**src/rtl/scoreboard_display_driver.sv**
```systemverilog
// rtl/scoreboard_display_driver.sv - BCD conversion and 4-digit multiplexed 7-segment driver for two player scores
//
// Purpose:
//   Converts two binary scores (0-99, larger values shown as 99) to BCD with a
//   sequential shift-add-3 engine whenever either score changes, then scans the
//   four digits onto a time-multiplexed common display.
//
// Optional feature (macro LEADING_ZERO_BLANK_EN):
//   When defined, a tens digit of 0 is shown blank. Otherwise it shows "0".
//
// Parameters:
//   REFRESH_DIV   clock cycles each digit stays enabled (2..65535)
//
// Ports:
//   clk_i         system clock
//   rst_ni        synchronous active-low reset
//   p1_score_i    player 1 binary score
//   p2_score_i    player 2 binary score
//   seg_o         registered segment pattern {g,f,e,d,c,b,a}, active-high
//   dp_o          registered decimal point, set on the player separator digit
//   digit_en_o    registered one-hot digit enable
//   conv_busy_o   high while a conversion is in progress

module scoreboard_display_driver #(
  parameter int unsigned REFRESH_DIV = 1000
) (
  input  logic       clk_i,
  input  logic       rst_ni,
  input  logic [7:0] p1_score_i,
  input  logic [7:0] p2_score_i,
  output logic [6:0] seg_o,
  output logic       dp_o,
  output logic [3:0] digit_en_o,
  output logic       conv_busy_o
);

  localparam int unsigned SCAN_W = $clog2(REFRESH_DIV);

`ifdef LEADING_ZERO_BLANK_EN
  localparam bit BLANK_EN = 1'b1;
`else
  localparam bit BLANK_EN = 1'b0;
`endif

  typedef enum logic [1:0] {
    IDLE    = 2'd0,
    CONV_P1 = 2'd1,
    CONV_P2 = 2'd2,
    COMMIT  = 2'd3
  } state_t;

  state_t state;
  state_t state_next;

  logic [7:0] p1_clamped;
  logic [7:0] p2_clamped;
  logic [7:0] p1_shadow;
  logic [7:0] p2_shadow;
  logic [2:0] iter;
  logic [7:0] bcd_work;    // {tens, ones} of the score currently being converted
  logic [7:0] p1_bcd_hold; // player 1 result parked while player 2 converts
  logic [3:0] p1_tens;
  logic [3:0] p1_ones;
  logic [3:0] p2_tens;
  logic [3:0] p2_ones;
  logic       score_changed;
  logic       bin_bit;
  logic [3:0] ones_adj;
  logic [2:0] tens_adj;
  logic [7:0] bcd_shifted;

  logic [SCAN_W-1:0] scan_cnt;
  logic [1:0]        digit_idx;
  logic [3:0]        digit_val;
  logic              digit_blank;

  assign p1_clamped    = (p1_score_i > 8'd99) ? 8'd99 : p1_score_i;
  assign p2_clamped    = (p2_score_i > 8'd99) ? 8'd99 : p2_score_i;
  assign score_changed = (p1_clamped != p1_shadow) || (p2_clamped != p2_shadow);
  assign conv_busy_o   = (state != IDLE);

  // Binary bits are fed MSB first, selected by the iteration counter.
  assign bin_bit = (state == CONV_P2) ? p2_shadow[3'd7 - iter] : p1_shadow[3'd7 - iter];

  // Add-3 correction. The tens nibble never exceeds 9 for inputs <= 99, so its
  // top bit is always shifted out as zero and only the low three bits are kept.
  always_comb begin
    ones_adj = bcd_work[3:0];
    tens_adj = bcd_work[6:4];
    if (bcd_work[3:0] >= 4'd5) ones_adj = bcd_work[3:0] + 4'd3;
    if (bcd_work[7:4] >= 4'd5) tens_adj = bcd_work[6:4] + 3'd3;
  end

  assign bcd_shifted = {tens_adj, ones_adj, bin_bit};

  // ---------------------------------------------------------------- FSM
  always_ff @(posedge clk_i) begin
    if (!rst_ni) begin
      state <= IDLE;
    end else begin
      state <= state_next;
    end
  end

  always_comb begin
    state_next = state;
    unique case (state)
      IDLE:    if (score_changed) state_next = CONV_P1;
      CONV_P1: if (iter == 3'd7)  state_next = CONV_P2;
      CONV_P2: if (iter == 3'd7)  state_next = COMMIT;
      COMMIT:                     state_next = IDLE;
      default:                    state_next = IDLE;
    endcase
  end

  // ---------------------------------------------------------------- conversion datapath
  always_ff @(posedge clk_i) begin
    if (!rst_ni) begin
      iter        <= 3'd0;
      p1_shadow   <= 8'd0;
      p2_shadow   <= 8'd0;
      bcd_work    <= 8'd0;
      p1_bcd_hold <= 8'd0;
      p1_tens     <= 4'd0;
      p1_ones     <= 4'd0;
      p2_tens     <= 4'd0;
      p2_ones     <= 4'd0;
    end else begin
      unique case (state)
        IDLE: begin
          if (score_changed) begin
            p1_shadow <= p1_clamped;
            p2_shadow <= p2_clamped;
            bcd_work  <= 8'd0;
            iter      <= 3'd0;
          end
        end
        CONV_P1: begin
          iter <= iter + 3'd1;
          if (iter == 3'd7) begin
            p1_bcd_hold <= bcd_shifted;
            bcd_work    <= 8'd0;
          end else begin
            bcd_work <= bcd_shifted;
          end
        end
        CONV_P2: begin
          iter     <= iter + 3'd1;
          bcd_work <= bcd_shifted;
        end
        COMMIT: begin
          p1_tens <= p1_bcd_hold[7:4];
          p1_ones <= p1_bcd_hold[3:0];
          p2_tens <= bcd_work[7:4];
          p2_ones <= bcd_work[3:0];
        end
        default: ;
      endcase
    end
  end

  // ---------------------------------------------------------------- digit scanning
  always_ff @(posedge clk_i) begin
    if (!rst_ni) begin
      scan_cnt  <= '0;
      digit_idx <= 2'd0;
    end else if (scan_cnt == SCAN_W'(REFRESH_DIV - 1)) begin
      scan_cnt  <= '0;
      digit_idx <= digit_idx + 2'd1;
    end else begin
      scan_cnt <= scan_cnt + 1'b1;
    end
  end

  always_comb begin
    digit_val   = 4'd0;
    digit_blank = 1'b0;
    unique case (digit_idx)
      2'd0: digit_val = p2_ones;
      2'd1: begin
        digit_val   = p2_tens;
        digit_blank = BLANK_EN && (p2_tens == 4'd0);
      end
      2'd2: digit_val = p1_ones;
      2'd3: begin
        digit_val   = p1_tens;
        digit_blank = BLANK_EN && (p1_tens == 4'd0);
      end
      default: ;
    endcase
  end

  function automatic logic [6:0] seg_decode(input logic [3:0] val);
    unique case (val)
      4'd0:    seg_decode = 7'h3F;
      4'd1:    seg_decode = 7'h06;
      4'd2:    seg_decode = 7'h5B;
      4'd3:    seg_decode = 7'h4F;
      4'd4:    seg_decode = 7'h66;
      4'd5:    seg_decode = 7'h6D;
      4'd6:    seg_decode = 7'h7D;
      4'd7:    seg_decode = 7'h07;
      4'd8:    seg_decode = 7'h7F;
      4'd9:    seg_decode = 7'h6F;
      default: seg_decode = 7'h00;
    endcase
  endfunction

  always_ff @(posedge clk_i) begin
    if (!rst_ni) begin
      seg_o      <= 7'd0;
      dp_o       <= 1'b0;
      digit_en_o <= 4'b0000;
    end else begin
      seg_o      <= digit_blank ? 7'd0 : seg_decode(digit_val);
      dp_o       <= (digit_idx == 2'd2);
      digit_en_o <= 4'b0001 << digit_idx;
    end
  end

endmodule

```
**config.mk**
```make
export PLATFORM = sky130hd
export DESIGN_NAME = scoreboard_display_driver
export DESIGN_NICKNAME = d
export VERILOG_FILES = /design/src/rtl/scoreboard_display_driver.sv
export SDC_FILE = /design/constraint.sdc
export NUM_CORES = 1
export LEC_CHECK = 0
export CAP_MARGIN = 20
export CORE_MARGIN = 3
export CORE_UTILIZATION = 35
export DETAILED_ROUTE_END_ITERATION = 6
export SLEW_MARGIN = 20
export SYNTH_ARGS = -nofsm -noshare
export SYNTH_HDL_FRONTEND = slang
export SYNTH_SLANG_ARGS = --single-unit
```
**constraint.sdc**
```tcl
create_clock -name clk_i -period 2.9 [get_ports clk_i]
set_input_delay 0.58 -clock clk_i [delete_from_list [all_inputs] [get_ports clk_i]]
set_output_delay 0.58 -clock clk_i [all_outputs]
set_load 0.005 [all_outputs]
```
[Word level (Yosys, flattened, before mapping)]
Memories as Yosys holds them, arrays and structs flattened. A register that Yosys moved wholly into a read port is not among the register bits.
Cells that the tools add are included.
Operators by class
  shifts and indexed selects: 1
  reductions and logical operators: 14
  equal/unequal tests: 13
  bitwise operators: 1
  add/subtract/negate cells: 6
  multiplexer cells: 19
  magnitude comparators: 5
Operators by type and width (number)
  $mux W8: 4
  $pmux W8 S3: 1
  $gt A8 B7 Y1 const B: 2
  $ne A8 B8 Y1: 2
  $pmux W4 S4: 1
  $add A10 B1 Y10 const B: 1
  $eq A10 B10 Y1 const B: 1
  $eq A2 B2 Y1 const B: 4
  $ge A4 B3 Y1 const B: 2
  $pmux W2 S4: 1
  $reduce_and A2 Y1: 4
  $bmux W1 S3: 2
  $mux W2: 3
  $mux W3: 2
  $pmux W3 S2: 1
  $add A4 B2 Y4 const B: 1
  $eq A2 B1 Y1 const B: 2
  $logic_not A2 Y1: 2
  $lt A3 B4 Y1 const B: 1
  $mux W4: 1
  $ne A2 B2 Y1 const B: 2
  $reduce_bool A2 Y1: 2
  $reduce_or A2 Y1: 2
  $shl A1 B2 Y4 const A: 1
  other kinds (12): 14
Storage, ports and cells
  bits in read-only memories: 112
  input bits: 18
  register bits after elaboration: 70
  memories kept: 1
  output and inout bits: 13
  logic and storage cells: 74
Memories
  (name not given): words 16, bits a word 7, read ports 1, clocked after memory_dff 1, wr ports 0, line 194  | unique case (val)

[Depth between registers and ports, before layout]
  depth in word-level cells: 6
  mapped depth: 11
  gate-level depth less buffers: 11

[Worst setup path before layout]
OpenSTA, ideal clock, no wires.
  path type: input port to flip-flop
  from: input port p2_score_i[4]
  to: register state[0]
  stages on the path: 7
  setup time: 0.072 ns
  buffers on the path: 0
  arrival: 2.485 ns
  required time: 2.828 ns
  setup slack: 0.343 ns
  path through: o311a_1 > or4_1 > a211oi_2 > nand4_2 > or4_4 > o21ai_2 > mux2i_1
Between the ends
  cells in the longest elaborated chain, start to end: 6
Ends and longest elaborated chain
  start, declared: line 30  | input logic [7:0] p2_score_i,
  $gt A8 B7 Y1: line 78  | assign p2_clamped = (p2_score_i > 8'd99) ? 8'd99 : p2_score_i;
  $mux W8 (*): line 78
  $ne A8 B8 Y1 (*): line 79  | assign score_changed = (p1_clamped != p1_shadow) || (p2_clamped != p2_shadow);
  $logic_or A1 B1 Y1 (*): line 79
  $ne A2 B2 Y1 (no source line) (*)
  $reduce_and A3 Y1 (no source line) (*)
  end signal, assigned: line 101  | state <= state_next;
  end, declared: line 52  | state_t state;
Mark *: on every way between the ends. The rest lies on a longest branch, timed or not.
A chain may end at the register's enable or synchronous reset.

[Worst setup path in the final report]
  from: input port p2_score_i[4]
  to: register iter[2]
Between the ends
  cells in the longest elaborated chain, start to end: 6
Ends and longest elaborated chain
  $gt A8 B7 Y1: line 78
  $mux W8 (*): line 78
  $ne A8 B8 Y1 (*): line 79
  $logic_or A1 B1 Y1 (*): line 79
  $ne A2 B2 Y1 (no source line) (*)
  $reduce_and A2 Y1 (no source line) (*)
  end signal, assigned: line 139  | iter <= iter + 3'd1;
  end signal, assigned: line 148  | iter <= iter + 3'd1;
  end, declared: line 59  | logic [2:0] iter;
Marks and branches as above.

==> results.md <==
* Status: finished, final reports clean
* ANT nets after route at 0
* Hpwl dp at approximately 5900 um
* RSZ-0062 raised after global routing: no
* CTS buffer count at 9
* Worst slew pin tran at ~940 ps
* PwrDens at 572.3 mW/mm^2
* Buf/Inv on CP at 1
* Cells after Synth at ~430
* VDD IR max at around 0.25 mV
* Root Buffer: clkbuf_8
* H-tree depth at 3
* Num ports at 31
* Most numerous cell in the Yosys netlist: dfxtp_1
* Area leader, netlist: dfxtp_1
* Critical path arrival at just over 3000 ps
* Reg clk slew, reported paths at about 90 ps
* Row count at 37
* Setup Viol. Count Final at 0
* Sink Count at slightly below 80
* CP delay by family, top: simple AND/OR/NAND/NOR gates
* Antenna Diode Count at 0
* Wire per inst at roughly 13 um
* Hold path start: scan_cnt[0]$_SDFF_PP0_
* Max-slew headroom at 0.3753
* Synth Net Count at about 480
* Final clock skew at 17.98 ps
* Gpl congestion at 0.7593
* Max Cap Viol at 0
* Layout cell share with drive strength beyond 1 at 0.1027
* CTS tree: done
* R2R Setup Slk at about 340 ps
* Crit path launch type: input port
* Ys async rst share at 0
* CP max stage cell: or4_4
* Max FO, Critical Path at 3
* Max incr delay on CP at between 400 and 500 ps
* First-pass GRT wire length at approximately 14,000 um
* Synth cell types at 56
* Post-cts sizing count at 0
* Fin crit share at 0.9489
* Ys Warns at 0
* Residual DRC at 0
* Crit path capture type: flip-flop
* Overflow after GRT at 0
* Final std cells w/o fill at around 610
* DP Cell Count at slightly below 600
* Post-CTS setup buffers at 0
* GRT Util Overall at 0.1358
* Hold_ws at ~450 ps
* Hold path depth at 1
* Sequential area share after synthesis at 0.3999
* Vias in the first global route at approximately 3,100
* CP Data Required Time at around 3200 ps
* Worst-path cell chain: clkdlybuf4s50_1 -> o311a_1 -> or4_1 -> a211oi_2 -> nand4_2 -> or4_4 -> o21a_1 -> o22ai_1
* Type of the worst min-delay path: flip-flop to flip-flop
* Cell area after synthesis at around 0.0039 sq mm
* Initial DRT Pass Iterations at 5
* Post-synth EDFFs at 0
* WL final at between 8000 and 9000 um
* Top FF cell, synth: dfxtp_1
* Min cycle time layout at ~2800 ps
* Via count at 3,138
* Clock Latency Late Sink at about 360 ps
* P_leak at ~1.7 nW
* Top cells by count, synth: dfxtp_1 (77), nor2_1 (47), nand2_1 (41)
* Layout area overhead at 17.95%
* Core area at 0.01051 sq mm
* Share of the synthesized area in the top cell type at 0.3999
* Endpoint, Worst Hold: scan_cnt[0]$_SDFF_PP0_
* Die Ht at roughly 110 um
* Fin. Hold Viols at 0
* FF-to-FF Start: digit_idx[0]$_SDFFE_PN0P_
* FF-to-FF path depth at 11
* Die area at between 0.01 and 0.015 sq mm
* Slew Viols, Final at 0
* Post-CTS Hold Buffers at 0
* Via-to-Cell Ratio at roughly 5.1
* RR Endpoint: seg_o[5]$_SDFF_PN0_
* CP Class: input port to flip-flop
* Largest net degree at the start of global routing at 43
* Die width at approximately 110 um
* Util after Layout at 0.4327
* Fmax achieved at 363.4 MHz
* PortBufs at 30
* Initial Util at 0.3668
* #FFs+latches synth at just under 80
* Iteration-0 DRC Markers at about 190
* Ranking of synthesized cells by area: dfxtp_1 (40%), ha_1 (7.5%), mux2i_1 (5.5%)
* Avg Inst Size Synth at roughly 8.9 sq um
* Clock Path Buffers at 2
* # nets final at 513
* Initial antenna violation count at 0
[layer usage]
metal	track usage	share of wire	vias up
li1	-	-	1617
met1	0.1643	0.47	1461
met2	0.2310	0.48	49
met3	0.03712	0.035	11
met4	0.04844	0.013	0
met5	0	0	-
[kinds of logic after synthesis]
| group | share of synthesized area |
|---|---|
| mux | 0.08958 |
| compound gates | 0.1646 |
| buf+inv | 0.04122 |
| xor+xnor | 0.03408 |
| simple gates | 0.1960 |
| flops | 0.3999 |
| fa+ha+maj | 0.07465 |
[cells in the final DEF, fill, tap and decap left out, types with 7 or more instances in the layout]
cell type and instances:
a21oi_1 29, and3_1 7, buf_4 15, clkbuf_8 9, clkdlybuf4s50_1 30, dfxtp_1 77
ha_1 23, inv_1 17, mux2i_1 21, nand2_1 41, nand3_1 23, nor2_1 47
nor3_1 9, o21ai_0 23, xnor2_1 9
[per-stage QoR]
step	worst slack [ps]	setup TNS [ps]	power (W)	instance area [sq um]
global route	3.549	0	0.002758	4547
CTS	146.1	0	0.002638	4547
global placement	-168.5	-2604	0.001856	4367
finish	148.2	0	0.002602	4547
detailed placement	-239.6	-4769	0.001874	4367
floorplan	343.2	0	0.001696	3855
[worst max path at each step]
stage	startpoint	to	cells after the start
after CTS	p2_score_i[4]	state[0]$_SDFFE_PN0P_	8
after global placement	p2_score_i[4]	state[1]$_SDFFE_PN0P_	8
after global routing	p2_score_i[4]	p1_shadow[4]$_SDFFE_PN0P_	9
after detailed placement	p2_score_i[4]	state[0]$_SDFFE_PN0P_	8
after floorplan	p2_score_i[4]	state[0]$_SDFFE_PN0P_	7
final	p2_score_i[4]	iter[2]$_SDFFE_PN0P_	8
[registers in the layout, summed over array words and instances (netlist names)]
register / count
state: 2
scan_cnt: 10
seg_o: 7
iter: 3
p1_ones: 4
p1_shadow: 8
p2_shadow: 8
digit_idx: 2
p2_ones: 4
digit_en_o: 4
p1_tens: 4
dp_o: 1
bcd_work: 8
p1_bcd_hold: 8
p2_tens: 4
[worst reg2reg max path, stage by stage (launching register included)]
cell and delay, ps:
dfxtp_1 430, inv_1 140, ha_1 280, a222oi_1 410, nand2_1 90, o21ai_0 270
inv_1 240, ha_1 240, nor2_1 140, a21oi_1 60, nor2_1 120, o21a_1 110
[cell type report]
cell class,instances,area (sq um)
Fill cell,1034,5962
Multi-Input combinational cell,320,2155
Sequential cell,77,1541
Timing Repair Buffer,46,432.9
Tap cell,136,170.2
Clock buffer,9,123.9
Inverter,18,67.56
Clock inverter,7,56.30
[power breakdown]
group	total, W	switching (W)	internal, W
sequential	0.00125	0.000105	0.00114
clock	0.000755	0.000434	0.000321
combinational	0.000600	0.000312	0.000287
total	0.00260	0.000852	0.00175
Note: power is estimated with default switching activity, not from simulation.
==> edit (same flow settings) <==
The parameter `REFRESH_DIV` goes from 1000 to 250.
--- a/src/rtl/scoreboard_display_driver.sv
+++ b/src/rtl/scoreboard_display_driver.sv
@@ -22,7 +22,7 @@
 //   conv_busy_o   high while a conversion is in progress
 
 module scoreboard_display_driver #(
-  parameter int unsigned REFRESH_DIV = 1000
+  parameter int unsigned REFRESH_DIV = 250
 ) (
   input  logic       clk_i,
   input  logic       rst_ni,
Check against the original RTL: no difference found for any inputs over 10 cycles, from zero or initial values and one cycle with rst_ni low; that may be too few to reach the edited logic, so the function may still have changed.
==> edit against the original RTL <==
  * Global-route usage grew 0.69 points
  * Sequential cell count is 2 lower
  * Fmax increased by 9.0%
  * Count of clock-buffer cells in the layout unchanged
  * Area after synthesis shrank 1.5%
  * Wire length up 1.4%
  * Critical path depth is the same
  * Total power up 3.5%
  * Worst hold slack better by 0.019 ns
  * Final area down 0.55%
  * Setup slack improved by 0.23 ns
==> edit: results (changes against the original RTL) <==
stage;metric;value;unit;change
outcome;status;completed;;
placed_design;dp_hpwl;6040;µm;+2.8%
sta;whs;0.466;ns;+0.0189 ns
power;vdd_drop_max;0.232;mV;-9.2%
global_route;grt_pass1_wl;13800;µm;-1.7%
setup_path;max_stage_delay;0.54;ns;+0.06 ns
setup_path;crit_slowest_cell;o41a_4;;
detailed_routing;wl_per_cell;13.6;µm;+3.2%
global_route;grt_max_degree;25;;-42%
detailed_routing;viasPerCell;5.16;;+0.79%
power;p_leak;0.00168;µW;-3.3%
sta;skew;0.0108;ns;-0.00716 ns
cts;htreeDepth;3;;unchanged
placed_design;place_congestion;0.832;;+9.6%
worst_hold_path;hold_class;flip-flop to flip-flop;;
synthesis;ys_types;53;;-5.4%
setup_path;cp_max_fo;16;;+13
setup_path;r2r_slack;0.41;ns;+0.07 ns
setup_path;cp-startpoint;p2_score_i[4];;
setup_path;arrival;2.81;ns;-0.22 ns
detailed_routing;first_pass_iters;4;;-1
placed_design;portBuffers;30;;unchanged
synthesis;synthesis.nets;462;;-2.7%
synthesis;synth_common_cells;dfxtp_1, nor2_1, nand2_1, a21oi_1, nand3_1;;
finish;nets;503;;-1.9%
setup_path;crit_family;compound AO/OA/AOI/OAI gates;;
global_route;grt_pass1_vias;2922;;-5.7%
sta;relSlewSlack;35.0;%;-2.6 points
global_route;antenna_found_initial;0;;unchanged
detailed_routing;drtIter0Drc;108;;-43%
finish;antenna_cells;0;;unchanged
worst_hold_path;min_to;p1_bcd_hold[2]$_SDFFE_PN0P_;;
setup_path;crit_end;bcd_work[3]$_SDFFE_PN0P_;;
cts;cts_root_buf;clkbuf_8;;
finish;drive_gt1_share;10.9;%;+0.67 points
cts;clk_pin_slew;0.08;ns;
synthesis;synthTopCellsByArea;dfxtp_1, ha_1, mux2i_1;;
placed_design;dpl_cell_area;4320;µm²;-1.2%
synthesis;ys_seq_area_share;39.6;%;-0.44 points
worst_hold_path;whs_path_depth;2;;+1
worst_hold_path;min_from;p1_bcd_hold[2]$_SDFFE_PN0P_;;
cts;cts_max_path_buffers;2;;unchanged
cts;cts_setup_buffers;0;;unchanged
setup_path;r2r_end;seg_o[5]$_SDFF_PN0_;;
setup_path;path_class;primary input to flip-flop;;
global_route;grt.total_usage;14.3;%;+0.69 points
==> edit: cell type report <==
class	count	area, µm²
inverter	19	71.3
sequential	75	1500
fill	1036	5890
multi-input combinational	308	2140
clock inverter	7	82.6
timing repair buffer	48	435
clock buffer	9	124
tap	136	170
==> edit: worst register-to-register path: cells and delay by family, from the launching register on <==
family,cells,cell delay (ns)
flops,1,0.46
fa+ha+maj,2,0.51
simple gates,3,0.39
buf+inv,2,0.27
compound gates,4,0.81
==> edit: kinds of logic (layout without fill, tap and decap cells) <==
family | after synthesis | in the layout | share of synthesized area [%]
xor+xnor | 16 | 16 | 3.69
flops | 75 | 75 | 39.6
fa+ha+maj | 24 | 24 | 7.91
simple gates | 153 | 153 | 19.3
compound gates | 87 | 87 | 16.3
buf+inv | 37 | 83 | 4.15
mux | 28 | 28 | 9.10
==> edit: metal layers <==
layer | global-route usage [%] | share of wire, % | wire length (µm) | vias to the layer above
met5 | 0 | 0 | 0 | -
met3 | 2.21 | 3.3 | 270 | 9
met1 | 20.0 | 49 | 4010 | 1478
met2 | 22.2 | 46 | 3790 | 45
met4 | 5.28 | 1.4 | 116 | 0
li1 | - | - | - | 1574
==> edit: stage by stage <==
| step | setup WS (ns) | cells |
|---|---|---|
| after floorplan | 0.537 | 420 |
| after global placement | 0.0519 | 586 |
| after detailed placement | 0.0336 | 586 |
| after CTS | 0.389 | 602 |
| after global routing | 0.108 | 602 |
| final | 0.376 | 602 |
==> edit: power by group <==
part	total [µW]	internal, µW	switching [µW]
logic	622	290	332
registers	1220	1110	110
clock network	848	413	436
total	2690	1810	878
